<file path="src/rtl/instr_encoder.sv">
// instr_encoder: converts a stream of mnemonic/operand items into machine-code
// words and writes them to consecutive instruction-memory addresses.
// One job = `count` words, starting at `base_addr`. The job begins on a `start`
// pulse.
// An illegal mnemonic aborts the job and sets a sticky error flag.
// Optional feature: define INSTR_ENC_CHECKSUM_EN to get a running XOR
// checksum of the written words. When it is undefined, checksum is tied to 0.
module instr_encoder #(
  parameter int AW        = 8,
  parameter int MCODEBITS = 9
) (
  input  logic                 Clk,
  input  logic                 Reset,
  input  logic                 start,
  input  logic [AW-1:0]        base_addr,
  input  logic [AW-1:0]        count,
  input  logic                 in_valid,
  output logic                 in_ready,
  input  logic [3:0]           in_mnem,
  input  logic [5:0]           in_operand,
  output logic                 wr_en,
  output logic [AW-1:0]        wr_addr,
  output logic [MCODEBITS-1:0] wr_data,
  output logic                 busy,
  output logic                 done,
  output logic                 err,
  output logic [MCODEBITS-1:0] checksum
);

  typedef enum logic [1:0] {IDLE = 2'd0, LOAD = 2'd1, ERR = 2'd2} state_t;

  state_t                 r_state;
  logic [AW-1:0]          r_addr;
  logic [AW-1:0]          r_remain;
  logic                   r_wr_en;
  logic [AW-1:0]          r_wr_addr;
  logic [MCODEBITS-1:0]   r_wr_data;
  logic                   r_done;
  logic                   r_err;

  logic                   w_ready;
  logic                   w_accept;
  logic                   w_illegal;
  logic                   w_start;
  logic [8:0]             w_enc9;
  logic [MCODEBITS-1:0]   w_enc;

  // Opcode in [8:6]; ALU-like groups carry a funct in [5:4] and a 4-bit operand
  function automatic logic [8:0] encode(input logic [3:0] m, input logic [5:0] op);
    logic [8:0] word;
    case (m)
      4'd0:    word = {3'b000, 2'b00, op[3:0]};
      4'd1:    word = {3'b000, 2'b01, op[3:0]};
      4'd2:    word = {3'b001, op};
      4'd3:    word = {3'b010, op};
      4'd4:    word = {3'b011, op};
      4'd5:    word = {3'b100, op};
      4'd6:    word = {3'b101, op};
      4'd7:    word = {3'b110, 2'b00, op[3:0]};
      4'd8:    word = {3'b110, 2'b01, op[3:0]};
      4'd9:    word = {3'b110, 2'b10, op[3:0]};
      4'd10:   word = {3'b110, 2'b11, op[3:0]};
      4'd11:   word = {3'b111, 2'b00, op[3:0]};
      4'd12:   word = {3'b111, 2'b01, op[3:0]};
      4'd13:   word = {3'b111, 2'b10, op[3:0]};
      default: word = 9'd0;
    endcase
    return word;
  endfunction

  // in_ready is a pure state decode so a stale in_valid in IDLE is never taken
  assign w_ready   = (r_state == LOAD);
  assign w_accept  = in_valid & w_ready;
  assign w_illegal = (in_mnem > 4'd13);
  assign w_start   = start & (r_state != LOAD);
  assign w_enc9    = encode(in_mnem, in_operand);
  assign w_enc     = MCODEBITS'(w_enc9);

  // Job control FSM with registered write port, done pulse and sticky error.
  // Reset also clears the output register, so a pending write is dropped.
  always_ff @(posedge Clk or negedge Reset) begin
    if (!Reset) begin
      r_state   <= IDLE;
      r_addr    <= '0;
      r_remain  <= '0;
      r_wr_en   <= 1'b0;
      r_wr_addr <= '0;
      r_wr_data <= '0;
      r_done    <= 1'b0;
      r_err     <= 1'b0;
    end else begin
      r_wr_en <= 1'b0;
      r_done  <= 1'b0;
      case (r_state)
        IDLE, ERR: begin
          if (start) begin
            r_state  <= LOAD;
            r_addr   <= base_addr;
            r_remain <= count;
            r_err    <= 1'b0;
          end
        end
        LOAD: begin
          if (w_accept) begin
            if (w_illegal) begin
              r_state <= ERR;
              r_err   <= 1'b1;
            end else begin
              r_wr_en   <= 1'b1;
              r_wr_addr <= r_addr;
              r_wr_data <= w_enc;
              r_addr    <= r_addr + AW'(1);
              // count==0 loads 0 and wraps, giving 2^AW words before remain==1
              r_remain  <= r_remain - AW'(1);
              if (r_remain == AW'(1)) begin
                r_state <= IDLE;
                r_done  <= 1'b1;
              end
            end
          end
        end
        default: r_state <= IDLE;
      endcase
    end
  end

`ifdef INSTR_ENC_CHECKSUM_EN
  logic [MCODEBITS-1:0] r_checksum;

  // Running XOR of issued words; a new job clears it, and it holds after done
  always_ff @(posedge Clk or negedge Reset) begin
    if (!Reset) begin
      r_checksum <= '0;
    end else if (w_start) begin
      r_checksum <= '0;
    end else if (r_wr_en) begin
      r_checksum <= r_checksum ^ r_wr_data;
    end
  end

  assign checksum = r_checksum;
`else
  assign checksum = '0;
`endif

  assign in_ready = w_ready;
  assign busy     = w_ready;
  assign wr_en    = r_wr_en;
  assign wr_addr  = r_wr_addr;
  assign wr_data  = r_wr_data;
  assign done     = r_done;
  assign err      = r_err;

endmodule

</file>
<file path="config.mk">
export PLATFORM = sky130hd
export DESIGN_NAME = instr_encoder
export DESIGN_NICKNAME = d
export VERILOG_FILES = /design/src/rtl/instr_encoder.sv
export SDC_FILE = /design/constraint.sdc
export NUM_CORES = 1
export LEC_CHECK = 0
export ABC_AREA = 0
export CORE_UTILIZATION = 47
export DETAILED_ROUTE_END_ITERATION = 8
export HOLD_SLACK_MARGIN = 0.05
export PLACE_DENSITY = 0.79
export SKIP_CTS_REPAIR_TIMING = 1
export SLEW_MARGIN = 15
export SYNTH_ARGS = -nofsm -noshare
export SYNTH_HDL_FRONTEND = slang
export SYNTH_SLANG_ARGS = --single-unit
</file>
<file path="constraint.sdc">
create_clock -name Clk -period 1.7 [get_ports Clk]
set_input_delay 0.51 -clock Clk [delete_from_list [all_inputs] [get_ports Clk]]
set_output_delay 0.51 -clock Clk [all_outputs]
set_load 0.1 [all_outputs]
</file>
After elaboration in Yosys (flattened, before gate mapping)
Index checks and enable logic that the tools add are counted.

Logic and storage cells: 67. RAM bits: 0. Bits in latches: 0. Bits in read-only memories: 0. Input bits: 30. Bits in registers: 38. Output and inout bits: 31. Memories kept: 0.

Multiplexer cells: 25. Bitwise logic cells: 2. Shift operators: 0. Divide/modulo/power cells: 0. Magnitude comparators: 1. Add/sub/neg operators: 2. $mul: 0. Equality and inequality tests: 21. Reduce and logical (&&, ||, !) cells: 8.

Operators with widths (number): 9-bit case mux with 14 select lines (1); 8-bit 2-to-1 mux (6); 8-bit case mux with 2 select lines (2); 4-bit == test (second input constant) (6); 4-bit by 3-bit == test with 1-bit output (second input constant) (4); 1-bit 2-to-1 mux (10); 8-bit by 1-bit adder with 8-bit output (second input constant) (1); 4-bit by 2-bit == test with 1-bit output (second input constant) (2); 8-bit by 1-bit == test with 1-bit output (second input constant) (1); 2-bit 2-to-1 mux (4); 4-bit AND reduction (2); 8-bit by 1-bit subtractor with 8-bit output (second input constant) (1); 3-bit AND reduction (2); 4-bit by 1-bit == test with 1-bit output (second input constant) (1); 4-bit > comparator (second input constant) (1); 4-bit logical NOT (1); 2-bit by 1-bit != test with 1-bit output (second input constant) (2); 2-bit != test (second input constant) (2); 2-bit case mux with 2 select lines (1); 3-bit by 1-bit != test with 1-bit output (second input constant) (1); 2-bit by 1-bit == test with 1-bit output (second input constant) (1); 2-bit == test (second input constant) (1); 2-bit logical NOT (1); 1-bit case mux with 2 select lines (1); other kinds (4) (4).

Logic depth before layout (Yosys ltp)
Gate-level depths: netlist of the first run.

Depth in word-level cells: 5. Depth in mapped cells: 8. Depth with buffers taken out: 6.

Least setup slack after synthesis of the first run
OpenSTA, ideal clock, no wires.

Path type: reg2out. Start: register r_state[1]. End: output in_ready. Arrival time: 1.640 ns. Stages on the path, launching flop included: 6. Path buffers: 3. Required time: 1.190 ns. Path slack: -0.450 ns. Path through: dfrtp_1 nand2b_1 buf_6 inv_4 buf_2 buf_4.

Word-level cells in the longest chain between the ends: 1.

RTL lines: from (decl) (RTL line 32) `state_t r_state;`; from (signal assigned) (RTL line 83) `r_state <= IDLE;`; from (signal assigned) (RTL line 97) `r_state <= LOAD;`; from (signal assigned) (RTL line 106) `r_state <= ERR;`; 2-bit by 1-bit == test with 1-bit output (RTL line 72) `assign w_ready = (r_state == LOAD);`; to (decl) (RTL line 18) `output logic in_ready,`.

Every way passes these cells.

Worst setup path in the final report of the first run
Start: register r_state[1]. End: output busy.

Word-level cells in the longest chain between the ends: 1.

RTL lines: 2-bit by 1-bit == test with 1-bit output (RTL line 72); to (decl) (RTL line 24) `output logic busy,`.

Every way passes these cells.

==> metrics.txt, run 1 <==
Synth Area in XOR/XNOR 0%; site row count 23; # diodes 0; largest net degree at the start of global routing 23; Cell variety after synth 47; crit path max fanout 6; synth top area cells dfrtp_1, nand2_1, a21oi_1; Die X 68.8 um; crit path kind reg -> out; Yosys top cell area share 45.4%; post-place setup slack -267 ps; hpwl dp roughly 3600 um; vias in the first global route 1,732; Die H a little under 70 um; CTS max path bufs 2; max cap viols 0; CTS tree yes; mapped cell area 2100 sq um; Top Ports 61; RD Place Congestion 0.845; Fin Clk Skew approximately 7.3 ps; clk root buf clkbuf_8; Port-buffer cells 51; Synth Area in Compound Gates between 20% and 30%; share of post-route cells with drive strength above 1 about 22%; Critical Path AT about 1200 ps; Initial Util 50.6%; largest family of logic cells by synthesized area compound AO/OA/AOI/OAI gates; area delta synth->final 47.0%; Multi-input gate area 992 sq um; WL/cell roughly 14 um; Post-Route WL 5070 um; worst-skew pair later-pin latency 300 ps; fin crit period 1670 ps; commonest cells in the netlist nand2_1, dfrtp_1, a21oi_1, o21ai_0; DRT iter0 DRCs 124; syn avg cell area a little under 9 sq um; DR vias approximately 2,000; initial antenna violation count 0; Pins Over Slew Limit 0; number of flops mapped to enable cells by yosys 0; async set-reset flop share out of synthesis 100%; yosys warns 0; H-tree Lvls 2; Hold WS 80.8 ps; post-synthesis simple-gate area fraction 20.7%; min setup slack post-route 27.8 ps; synthesized instance count 238; Worst Hold Class in -> async; vias per cell 5.54; Fmax achieved 598 MHz; final setup violation count 0; Die ar. 4730 sq um; adder-cell share of the synthesized area under 10%; cell with the most instances after synthesis nand2_1; CTS sink count 38; Tot GR Track Use 23.2%; nets 340; ys flop type dfrtp_1; clock-pin slew on the worst setup and hold paths 80 ps; register area share after synthesis 45.4%; FF+latch area 952 sq um; CTS Buf Count 5; # fillers about 300; mux contribution to synthesized area less than 1%; Placeable Area 4140 sq um; first-pass GRT wire length roughly 7900 um; ANT nets after route 0; Overflow after GRT 0; drt drc 0; Synth area leader dfrtp_1; first-pass iteration count of the detailed router 4; startpoint types flop; final hold viol count 0; Period Utilization, post-route 98.4%; status complete, no violations; CP Capture Type output port; CP required 1190 ps; Seq cells post-synth 38
## per-layer routing
layer / share of wire [%] / GRT usage, % / routed length (um) / up-vias
li1: - / - / - / 955
met1: 43 / 31.0 / 2190 / 930
met2: 48 / 36.0 / 2430 / 92
met3: 7.9 / 6.41 / 401 / 7
met4: 0.77 / 8.42 / 39 / 0
met5: 0 / 0 / 0 / -
## critical path: stages, from the launching register on
cell      delay [ps]
dfrtp_1          410
nand2b_4         180
inv_8             90
buf_12           170
## sequential cells by signal, summed over array words and instances, names as in the netlist
signal	cells
done	1
err	1
r_addr	8
r_remain	8
r_state	2
wr_addr	8
wr_data	9
wr_en	1
## layout by cell type, fill, tap and decap left out, drive strengths merged, types with 7 or more instances in the layout
cell,instances
nor2,7
o21ai,22
inv,8
a21oi,21
nand3,13
buf,49
conb,9
clkdlybuf4s50,28
nand2,52
dfrtp,38
## final timing paths
kind | startpoint | endpoint | slack, ps | cells past startpoint
max | r_state[1]$_DFFE_PN0P_ | busy | 30 | 3
min | Reset | done$_DFF_PN0_ | 80 | 1
max reg2reg | r_remain[5]$_DFFE_PN0P_ | r_state[0]$_DFFE_PN0P_ | 190 | 4
min reg2reg | r_remain[7]$_DFFE_PN0P_ | r_remain[7]$_DFFE_PN0P_ | 510 | 1
max in group asynchronous | Reset | wr_addr[2]$_DFFE_PN0P_ | 1060 | 2
min in group Clk | r_remain[7]$_DFFE_PN0P_ | r_remain[7]$_DFFE_PN0P_ | 510 | 1
## cells by family (layout without fill, tap and decap cells)
| logic type | after synthesis | count (layout) |
|---|---|---|
| flops | 38 | 38 |
| simple gates | 90 | 90 |
| compound gates | 71 | 71 |
| mux | 2 | 2 |
| fa+ha+maj | 4 | 4 |
| buf+inv | 32 | 94 |
| other cells | 1 | 9 |
## through the flow
stage | instances | area (sq um) | TNS (ps) | utilization, %
4_1_cts | 350 | 3010 | -291 | 72.6
3_3_place_gp | 342 | 2910 | -5450 | 70.3
5_1_grt | 358 | 3080 | -26.7 | 74.4
6_report | 358 | 3080 | 0 | 74.4
2_1_floorplan | 246 | 2150 | 0 | -
3_5_place_dp | 342 | 2910 | -6260 | 70.3
## area by class of cell
| type | count | share of cell area [%] |
|---|---|---|
| Clock inverter | 2 | 0.406 |
| Clock buffer | 6 | 2.68 |
| Timing Repair inverter | 1 | 0.162 |
| Multi-Input combinational cell | 176 | 32.2 |
| Timing Repair Buffer | 77 | 30.4 |
| Inverter | 8 | 1.22 |
| Tap cell | 50 | 2.03 |
| Sequential cell | 38 | 30.9 |
Power of run 1 is left out: the tool's default activity adds up to more than one toggle a clock period on the data nets, which glitch-free logic cannot reach.
==> run 2, diff against run 1 <==
- CORE_MARGIN: not set -> 4
- SKIP_LAST_GASP: not set -> 1
- SLEW_MARGIN: 15 -> 20
==> run 2 against run 1 <==
Effect of this change: the flow now finishes with violations (negative setup slack); die area is 18% higher; flip-flop and latch count stayed put; core utilization is 2.3 points lower; sequential share of layout area is 0.40 points lower; highest routed layer unchanged.
==> metrics.txt, run 2 (synthesis gave the netlist of run 1 again) <==
status finished with violations; failing checks negative setup slack; drt drc 0 (unchanged); H-tree Lvls 2 (unchanged); DR vias 1,951 (-1.7%); clk root buf clkbuf_8; CP required 1190 ps (about the same); clock-pin slew on the worst setup and hold paths 80 ps (about the same); CTS sink count 38 (unchanged); Die ar. 5590 sq um (+18%); Fin Clk Skew 7.90 ps (+0.644 ps); Post-Route WL 5100 um (+0.71%); fin crit period 1720 ps (+44.4 ps); initial antenna violation count 0 (unchanged); crit path max fanout 8 (+2); Top Ports 61 (unchanged); # fillers 329 (+10%); CTS tree yes; hpwl dp 3620 um (+0.68%); ANT nets after route 0 (unchanged); min setup slack post-route -16.6 ps (-44.4 ps); startpoint types flop; Overflow after GRT 0 (unchanged); CTS Buf Count 5 (unchanged); Period Utilization, post-route 101% (+2.6 points); vias in the first global route 1,825 (+5.4%); final hold viol count 0 (unchanged); max cap viols 0 (unchanged); crit path kind reg -> out; Port-buffer cells 51 (unchanged); nets 338 (-0.59%); CP Capture Type output port; flip-flop count of the largest register after layout 9 (unchanged); most common cell after layout, fill and taps aside nand2_1; DRT iter0 DRCs 124 (unchanged); final setup violation count 2 (+2); share of post-route cells with drive strength above 1 22.5% (+0.15 points); Worst Hold Class in -> async; Die H 74.8 um (+8.7%); vias per cell 5.45 (-1.7%); RSZ-0062 raised after global routing yes; worst-skew pair later-pin latency 300 ps (about the same); first-pass iteration count of the detailed router 6 (+2); WL/cell 14.3 um (+0.71%); final instance area 3120 sq um (+1.2%); # diodes 0 (unchanged); Area after DPL 2910 sq um (-0.17%); Critical Path AT 1210 ps (+50 ps); Pins Over Slew Limit 0 (unchanged); first-pass GRT wire length 8250 um (+4.0%); site row count 24 (+4.3%); Placeable Area 4320 sq um (+4.3%); Initial Util 48.5% (-2.1 points); fin cells 358 (unchanged); Placed Cells 343 (+0.29%); largest net degree at the start of global routing 39 (+70%); area delta synth->final 48.8%; Fmax achieved 583 MHz (-2.6%); CTS max path bufs 2 (unchanged); RD Place Congestion 0.858 (+1.6%); leading cell types in the layout, fill and taps excluded nand2_1, dfrtp_1, clkdlybuf4s50_1; Tot GR Track Use 19.2% (-4.0 points); Die X 74.8 um (+8.7%)
[run 2: routing by layer]
metal | global-route usage (%) | part of all wire, % | routed length [um]
met5 | 0 | 0 | 0
met4 | 6.52 | 1.7 | 88
met3 | 4.41 | 5.6 | 286
met2 | 30.7 | 48 | 2460
met1 | 25.8 | 44 | 2270
[run 2: worst paths after layout]
| kind | startpoint | slack [ps] | endpoint | cells past startpoint |
|---|---|---|---|---|
| hold reg to reg | r_remain[7]$_DFFE_PN0P_ | 500 | r_remain[7]$_DFFE_PN0P_ | 1 |
| max in group asynchronous | Reset | 1110 | wr_data[0]$_DFFE_PN0P_ | 2 |
| hold / removal | Reset | 260 | r_addr[4]$_DFFE_PN0P_ | 2 |
| min in group Clk | r_remain[7]$_DFFE_PN0P_ | 500 | r_remain[7]$_DFFE_PN0P_ | 1 |
| setup / recovery | r_state[0]$_DFFE_PN0P_ | -20 | in_ready | 3 |
| setup reg to reg | r_state[1]$_DFFE_PN0P_ | 190 | r_addr[6]$_DFFE_PN0P_ | 7 |
[run 2: area by class of cell]
| type | instances | area, sq um | area share, % |
|---|---|---|---|
| timing repair buffer | 76 | 933 | 29.9 |
| inverter | 8 | 35.0 | 1.12 |
| clock inverter | 3 | 68.8 | 2.21 |
| multi-input combinational | 176 | 996 | 31.9 |
| sequential | 38 | 951 | 30.5 |
| tap | 52 | 65.1 | 2.09 |
| clock buffer | 5 | 68.8 | 2.21 |
[run 2: worst max-delay path, stage by stage (launching register included)]
cell	delay (ps)
dfrtp_1	430
nand2b_1	170
clkinv_4	130
buf_12	190
[run 2: stage by stage]
| step | hold slack (ps) | setup TNS [ps] | setup slack [ps] | util [%] |
|---|---|---|---|---|
| after floorplan | 214 | 0 | 16.2 | - |
| after global placement | 486 | -5310 | -231 | 67.2 |
| after detailed placement | 483 | -6850 | -304 | 67.2 |
| after CTS | 273 | -290 | -138 | 70.4 |
| after global routing | 286 | -136 | -68.2 | 72.1 |
| final | 255 | -33.0 | -16.6 | 72.1 |
Power of run 2 is left out for the same reason.
==> run 3, diff against run 2 <==
- MAX_ROUTING_LAYER: not set -> met4
==> run 3 against run 2 <==
Effect of this change: the run still ends with negative setup slack left; final cell count unchanged; design area unchanged; critical path depth unchanged; clock skew increased by 0.67 ps; global-route usage increased by 0.60 points; worst hold slack got worse by 4.2 ps; clock-buffer cell count unchanged; sequential share of layout area unchanged; fmax about the same; critical path type unchanged.
==> metrics.txt, run 3 (synthesis gave the netlist of run 1 again) <==
status finished with violations; failing checks negative setup slack; vias per cell 5.44 (-0.10%); leading cell types in the layout, fill and taps excluded nand2_1, dfrtp_1, clkdlybuf4s50_1; H-tree Lvls 2 (unchanged); CTS max path bufs 2 (unchanged); final setup violation count 2 (unchanged); first-pass GRT wire length 8250 um (about the same); Die ar. 5590 sq um (unchanged); flip-flop count of the largest register after layout 9 (unchanged); cell family with most CP delay flip-flops; CTS Buf Count 5 (unchanged); Period Utilization, post-route 101% (about the same); CP required 1190 ps (about the same); hpwl dp 3620 um (unchanged); drt drc 0 (unchanged); Post-Route WL 5130 um (+0.43%); Critical Path AT 1210 ps (about the same); initial antenna violation count 0 (unchanged); setup TNS -31.3 ps (+1.74 ps); vias in the first global route 1,820 (-0.27%); Overflow after GRT 0 (unchanged); RSZ-0062 raised after global routing yes; Port-buffer cells 51 (unchanged); Crit path largest cell delay 420 ps (about the same); Initial Util 48.5% (unchanged); Worst Hold Class in -> async; Fmax achieved 583 MHz (about the same); share of post-route cells with drive strength above 1 22.5% (unchanged); crit path kind reg -> out; CP Capture Type output port; Fin Clk Skew 8.57 ps (+0.668 ps); Worst Path Buf+Inv 2 (unchanged); largest net degree at the start of global routing 39 (unchanged); final hold viol count 0 (unchanged); CTS tree yes; min setup slack post-route -15.7 ps (+0.871 ps); max cap viols 0 (unchanged); DRT iter0 DRCs 119 (-4.0%); nets 338 (unchanged); RD Place Congestion 0.872 (+1.6%); Die X 74.8 um (unchanged); WL/cell 14.3 um (+0.43%); Placeable Area 4320 sq um (unchanged); site row count 24 (unchanged); Top Ports 61 (unchanged); worst-skew pair later-pin latency 300 ps (about the same); Pins Over Slew Limit 0 (unchanged); final core utilization 72.1% (unchanged); ANT nets after route 0 (unchanged); clock-pin slew on the worst setup and hold paths 80 ps (about the same); Tot GR Track Use 19.8% (+0.60 points); area delta synth->final 48.8% (unchanged); CTS sink count 38 (unchanged); crit path max fanout 8 (unchanged); most common cell after layout, fill and taps aside nand2_1; clk root buf clkbuf_8; startpoint types flop; post-place setup slack -304 ps (unchanged); DR vias 1,949 (-0.10%); Die H 74.8 um (unchanged); # diodes 0 (unchanged); first-pass iteration count of the detailed router 6 (unchanged); Placed Cells 343 (unchanged); fin cells 358 (unchanged); Critical Path Slowest Stage Cell dfrtp_1; fin crit period 1720 ps (-0.871 ps); worst path cell trace nand2b_1, clkinv_4, buf_12
run 3: cell counts in the layout (fill, tap and decap cells not counted):
No cell type changed its count.
run 3: layout make-up:
| type | count | area [sq um] |
|---|---|---|
| clock buffer | 5 | 68.8 |
| clock inverter | 3 | 68.8 |
| sequential | 38 | 951 |
| tap | 52 | 65.1 |
| fill | 329 | 1210 |
| timing repair buffer | 76 | 933 |
| inverter | 8 | 35.0 |
| multi-input combinational | 176 | 996 |
run 3: metrics by stage:
step / hold WS [ps] / cell area, sq um
final: 251 / 3120
after global routing: 286 / 3120
after CTS: 273 / 3040
after detailed placement: 483 / 2910
after global placement: 486 / 2910
after floorplan: 214 / 2150
run 3: worst paths after layout:
path	slack [ps]	end	cells past startpoint	from
worst min register to register	500	r_remain[7]$_DFFE_PN0P_	1	r_remain[7]$_DFFE_PN0P_
worst max register to register	180	r_addr[6]$_DFFE_PN0P_	7	r_state[1]$_DFFE_PN0P_
max in group asynchronous	1110	r_addr[2]$_DFFE_PN0P_	2	Reset
min in group Clk	500	r_remain[7]$_DFFE_PN0P_	1	r_remain[7]$_DFFE_PN0P_
worst min-delay path	250	r_addr[4]$_DFFE_PN0P_	2	Reset
worst max-delay path	-20	in_ready	3	r_state[0]$_DFFE_PN0P_
run 3: per-layer routing:
metal	up-vias	track usage (%)	part of all wire [%]
met4	0	6.52	2.1
li1	941	-	-
met3	9	4.14	6.0
met1	935	26.0	44
met2	64	30.7	48
met5	-	-	0
run 3: worst register-to-register path: stages, from the launching register on:
cell	delay, ps
dfrtp_1	400
nand2b_1	200
clkinv_4	120
buf_4	140
buf_4	160
nand2_1	60
o32ai_1	220
a21oi_1	100
Power of run 3 is left out for the same reason.
